`config.mk`:
```
export PLATFORM = sky130hd
export DESIGN_NAME = uart_transmitter
export DESIGN_NICKNAME = d
export VERILOG_FILES = /design/src/rtl/uart_pkg.sv /design/src/rtl/uart_baud_counter.sv /design/src/rtl/uart_transmitter.sv
export SDC_FILE = /design/constraint.sdc
export NUM_CORES = 1
export LEC_CHECK = 0
export BUFFER_PORTS_ARGS = -buffer_cell sky130_fd_sc_hd__buf_4
export CORE_ASPECT_RATIO = 1.25
export CORE_UTILIZATION = 55
export DETAILED_ROUTE_END_ITERATION = 16
export HOLD_SLACK_MARGIN = 0.05
export PLACE_DENSITY = 0.75
export SETUP_SLACK_MARGIN = 0.4
export SKIP_CTS_REPAIR_TIMING = 1
export SYNTH_ARGS = -nofsm -noshare
export SYNTH_HDL_FRONTEND = slang
export SYNTH_HIERARCHICAL = 1
export SYNTH_SLANG_ARGS = --single-unit
```
`constraint.sdc`:
```
create_clock -name clk -period 4.5 [get_ports clk]
set_input_delay 0.45 -clock clk [delete_from_list [all_inputs] [get_ports clk]]
set_output_delay 0.45 -clock clk [all_outputs]
set_load 0.1 [all_outputs]
```
`src/rtl/uart_pkg.sv`:
```
// Shared UART definitions: FSM state encoding and frame geometry.
package uart_pkg;

  localparam int unsigned UART_DATA_WIDTH = 8;
  localparam int unsigned UART_FRAME_BITS = 10;

  typedef enum logic [1:0] {
    IDLE  = 2'd0,
    START = 2'd1,
    DATA  = 2'd2,
    STOP  = 2'd3
  } uart_state_e;

endpackage

```
`src/rtl/uart_baud_counter.sv`:
```
// Bit-period timer: free-running 0..CLOCKS_PER_BIT-1 counter with a one-cycle wrap strobe.
module uart_baud_counter #(
  parameter int unsigned CLOCKS_PER_BIT = 4
) (
  input  logic clk,
  input  logic reset,
  input  logic clear,
  output logic bit_done
);

  localparam int unsigned CntWidth = $clog2(CLOCKS_PER_BIT);
  localparam logic [CntWidth-1:0] LastCount = CntWidth'(CLOCKS_PER_BIT - 1);

  if (CLOCKS_PER_BIT < 2) begin : gen_bad_cpb
    $error("uart_baud_counter: CLOCKS_PER_BIT must be at least 2");
  end

  logic [CntWidth-1:0] count_q, count_d;

  assign bit_done = (count_q == LastCount);

  always_comb begin
    count_d = count_q + 1'b1;
    if (clear || bit_done) begin
      count_d = '0;
    end
  end

  always_ff @(posedge clk or posedge reset) begin
    if (reset) begin
      count_q <= '0;
    end else begin
      count_q <= count_d;
    end
  end

endmodule

```
`src/rtl/uart_transmitter.sv`:
```
// 8N1 UART transmitter: start bit, eight data bits LSB first, stop bit.
// Accepts one byte per frame via a ready/valid handshake; serial_out is a flop output.
module uart_transmitter
  import uart_pkg::*;
#(
  parameter int unsigned CLOCK_FREQ = 50_000_000,
  parameter int unsigned BAUD_RATE  = 115_200
) (
  input  logic                       clk,
  input  logic                       reset,
  input  logic [UART_DATA_WIDTH-1:0] data_in,
  input  logic                       data_in_valid,
  output logic                       data_in_ready,
  output logic                       serial_out
);

  localparam int unsigned CLOCKS_PER_BIT = CLOCK_FREQ / BAUD_RATE;
  localparam int unsigned BitIdxWidth    = $clog2(UART_DATA_WIDTH);
  localparam logic [BitIdxWidth-1:0] LastBitIdx = BitIdxWidth'(UART_DATA_WIDTH - 1);

  uart_state_e                state_q, state_d;
  logic [UART_DATA_WIDTH-1:0] shift_q, shift_d;
  logic [BitIdxWidth-1:0]     bit_idx_q, bit_idx_d;
  logic                       serial_out_q, serial_out_d;
  logic                       bit_done;
  logic                       counter_clear;

  // Restart the bit period on every state change so each level lasts a full period.
  assign counter_clear = (state_d != state_q);

  uart_baud_counter #(
    .CLOCKS_PER_BIT(CLOCKS_PER_BIT)
  ) u_baud_counter (
    .clk     (clk),
    .reset   (reset),
    .clear   (counter_clear),
    .bit_done(bit_done)
  );

  assign data_in_ready = (state_q == IDLE);
  assign serial_out    = serial_out_q;

  always_comb begin
    state_d   = state_q;
    shift_d   = shift_q;
    bit_idx_d = bit_idx_q;
    unique case (state_q)
      IDLE: begin
        if (data_in_valid) begin
          state_d = START;
          shift_d = data_in;
        end
      end
      START: begin
        if (bit_done) begin
          state_d   = DATA;
          bit_idx_d = '0;
        end
      end
      DATA: begin
        if (bit_done) begin
          shift_d   = shift_q >> 1;
          bit_idx_d = bit_idx_q + 1'b1;
          if (bit_idx_q == LastBitIdx) begin
            state_d = STOP;
          end
        end
      end
      STOP: begin
        if (bit_done) begin
          state_d = IDLE;
        end
      end
      default: state_d = IDLE;
    endcase
  end

  // Line level is derived from the next state so it changes together with the state register.
  always_comb begin
    serial_out_d = 1'b1;
    unique case (state_d)
      IDLE:    serial_out_d = 1'b1;
      START:   serial_out_d = 1'b0;
      DATA:    serial_out_d = shift_d[0];
      STOP:    serial_out_d = 1'b1;
      default: serial_out_d = 1'b1;
    endcase
  end

  always_ff @(posedge clk or posedge reset) begin
    if (reset) begin
      state_q      <= IDLE;
      shift_q      <= '0;
      bit_idx_q    <= '0;
      serial_out_q <= 1'b1;
    end else begin
      state_q      <= state_d;
      shift_q      <= shift_d;
      bit_idx_q    <= bit_idx_d;
      serial_out_q <= serial_out_d;
    end
  end

endmodule

```
==> results.json <==
{
  "syn-cell-area_sq_mm": 0.001274,
  "dieHeight_microns": 55.81,
  "drt-total-wl_mm": 2.194,
  "dp.cells": 156,
  "power.total_mw": 0.8128,
  "synthFlopType": "dfrtp_1",
  "fp-row-count": 19,
  "power_frac_comb": 0.404,
  "yosysTopAreaCellShare": 0.4322,
  "ys_ff_latch": 23,
  "synth_edf_count": 0,
  "grt_pass1_wl_mm": 3.767,
  "skew_ps": 6.689,
  "nets": 146,
  "synthCells": 116,
  "htree_levels": 1,
  "io_pins": 13,
  "p_leak_nw": 0.6728,
  "route.detailed.drc": 0,
  "rsz0062_at_grt": "no",
  "place.gp.congestion": 0.8059,
  "via_per_inst": 5.719,
  "yosysSeqAreaShare": 0.4528,
  "clock_tree.root_cell": "clkbuf_4",
  "tightest_slew_ps": 727.0,
  "yosys-top-cells-count": "22 x dfrtp_1, 12 x a22o_1, 8 x a21o_1, 8 x inv_1",
  "initial_core_util": 0.5824,
  "synth.avg_cell_area_sq_um": 10.98,
  "wl_per_cell_microns": 13.71,
  "drt_iter0_drc": 8,
  "outcome": "complete, no violations",
  "dieWidth_microns": 45.04,
  "synth_xor_xnor_area_share": 0.02750,
  "hpwl_mm": 1.707,
  "grt_max_degree": 16,
  "ant_nets": 0,
  "crit_path_start_kind": "flop",
  "synth_compound_area_frac": 0.2426,
  "hold_violations": 0,
  "maxCapViolCount": 0,
  "drive_gt1_frac": 0.2016,
  "switching_power_mw": 0.3350,
  "drv_slew": 0,
  "final_cells": 160,
  "crit_arrival_ps": 2890,
  "synthSimpleGateAreaFrac": 0.1749,
  "period_share": 0.5914,
  "coreArea_sq_mm": 0.002187,
  "powerDensity_mw_per_mm2": 579.5,
  "area_growth_syn_to_layout_pct": 10.12,
  "fmax_mhz": 375.7,
  "cts_tree": "built",
  "setup_violations": 0,
  "worstSetupPathType": "flop to flop",
  "maxSlewHeadroom": 0.5116,
  "yosysMostFrequentCell": "dfrtp_1",
  "num_vias": 915,
  "port_buffers": 12,
  "finalSetupTns_ps": 0,
  "synth_top_family_by_area": "compound AO/OA/AOI/OAI gates",
  "die-area_sq_mm": 0.002513,
  "hp-class": "input port to asynchronous set/reset pin",
  "clk_pin_slew_worst_paths_ps": 120,
  "synth_fa_ha_area_frac": 0.04912,
  "fin_ws_ps": 1839,
  "worstPathRequired_ps": 4720,
  "whs_ps": 103.4,
  "switching_share": 0.4122,
  "async_flop_share": 1.000,
  "intPower_mw": 0.4778,
  "clock_path_buffers": 2,
  "vdd_drop_max_mv": 0.3565,
  "first_global_vias": 942,
  "yosysTopAreaCell": "dfrtp_1",
  "clock_latency_ps": 300,
  "pre_cts_slack_ps": 1860,
  "seqPwrFrac": 0.483,
  "p_clk_frac": 0.113,
  "cts-buffers-inserted": 3,
  "antenna_found_initial": 0,
  "yosysWarningCount": 6,
  "synth.mux.area_fraction": 0.008841,
  "synth_nets": 132,
  "end_kind": "flop",
  "final.min_clock_period_ps": 2661,
  "diodes": 0,
  "grt.total_usage": 0.1999,
  "synth_area_leaders": "dfrtp_1 43%, a22o_1 8.3%, ha_1 4.9%, a21o_1 4.7%, inv_1 2.4%",
  "overflow": 0,
  "clock-sinks": 23,
  "first_pass_iters": 4,
  "critPathMaxFanout": 9,
  "synth_cell_type_count": 41
}
state kept, by name, summed over array words and instances (netlist names):
name                    cells
serial_out                  1
state_q                     2
shift_q                     8
u_baud_counter/count_q      9
bit_idx_q                   3
cell families (layout without fill, tap and decap cells):
family                   after synthesis  in the layout
AO/OA/AOI/OAI                         37             37
AND/OR/NAND/NOR                       35             35
flip-flops                            23             23
multiplexers                           1              1
adder cells (fa/ha/maj)                5              5
buffers and inverters                 11             24
XOR/XNOR                               4              4
power by group through the flow:
stage | sequential [mW] | combinational, mW | clock [mW]
floorplan | 0.377 | 0.283 | 0
global placement | 0.391 | 0.319 | 0
detailed placement | 0.397 | 0.332 | 0
CTS | 0.392 | 0.333 | 0.0948
global route | 0.404 | 0.368 | 0.104
finish | 0.392 | 0.329 | 0.0920
cell type report:
class                      instances  area (sq um)
inverter                           8         30.03
clock buffer                       4         26.28
tap                               31         38.79
sequential                        23         576.8
timing repair buffer              12         90.09
multi-input combinational         82         640.6
fill                             203         784.5
stage by stage:
step / cell area, sq um / util
floorplan: 1274 / -
global placement: 1376 / 0.6293
detailed placement: 1376 / 0.6293
CTS: 1403 / 0.6413
global route: 1403 / 0.6413
finish: 1403 / 0.6413
worst max-delay path: stages, from the launching register on:
cell and delay [ps]:
dfrtp_1 470, or3_4 430, nor3_1 580, nand2_1 210
xnor2_1 220, inv_1 70, ha_1 310, a211oi_1 230
a311oi_2 70
layer usage:
metal,GRT usage,wire (microns),up-vias
met5,0,0,-
met4,0.07359,22,0
li1,-,-,455
met2,0.3520,1171,14
met3,0.03571,56,4
met1,0.2303,943,442
cells in the final DEF (no fill, tap or decap), types with 2 or more instances in the layout:
cell,n
a21o_1,8
a21oi_1,2
a22o_1,12
a31oi_1,4
and3b_1,3
buf_4,12
clkbuf_4,3
dfrtp_1,22
ha_1,5
inv_1,8
nand2_1,7
nand3_1,3
nor2_1,7
o21a_1,2
or3_1,2
xnor2_1,2
xor2_1,2
path summary, 6_finish.rpt:
path	start	endpoint	slack (ps)	depth (start not counted)
worst max register to register	u_baud_counter/count_q[2]	serial_out	1840	8
worst min-delay path	reset	u_baud_counter/count_q[0]	100	2
min in group clk	data_in[7]	shift_q[7]	370	2
worst min register to register	shift_q[6]	shift_q[6]	500	1
max in group asynchronous	reset	serial_out	3930	2
worst max-delay path	u_baud_counter/count_q[2]	serial_out	1840	8
No activity file was read; power rests on OpenSTA's default activity.
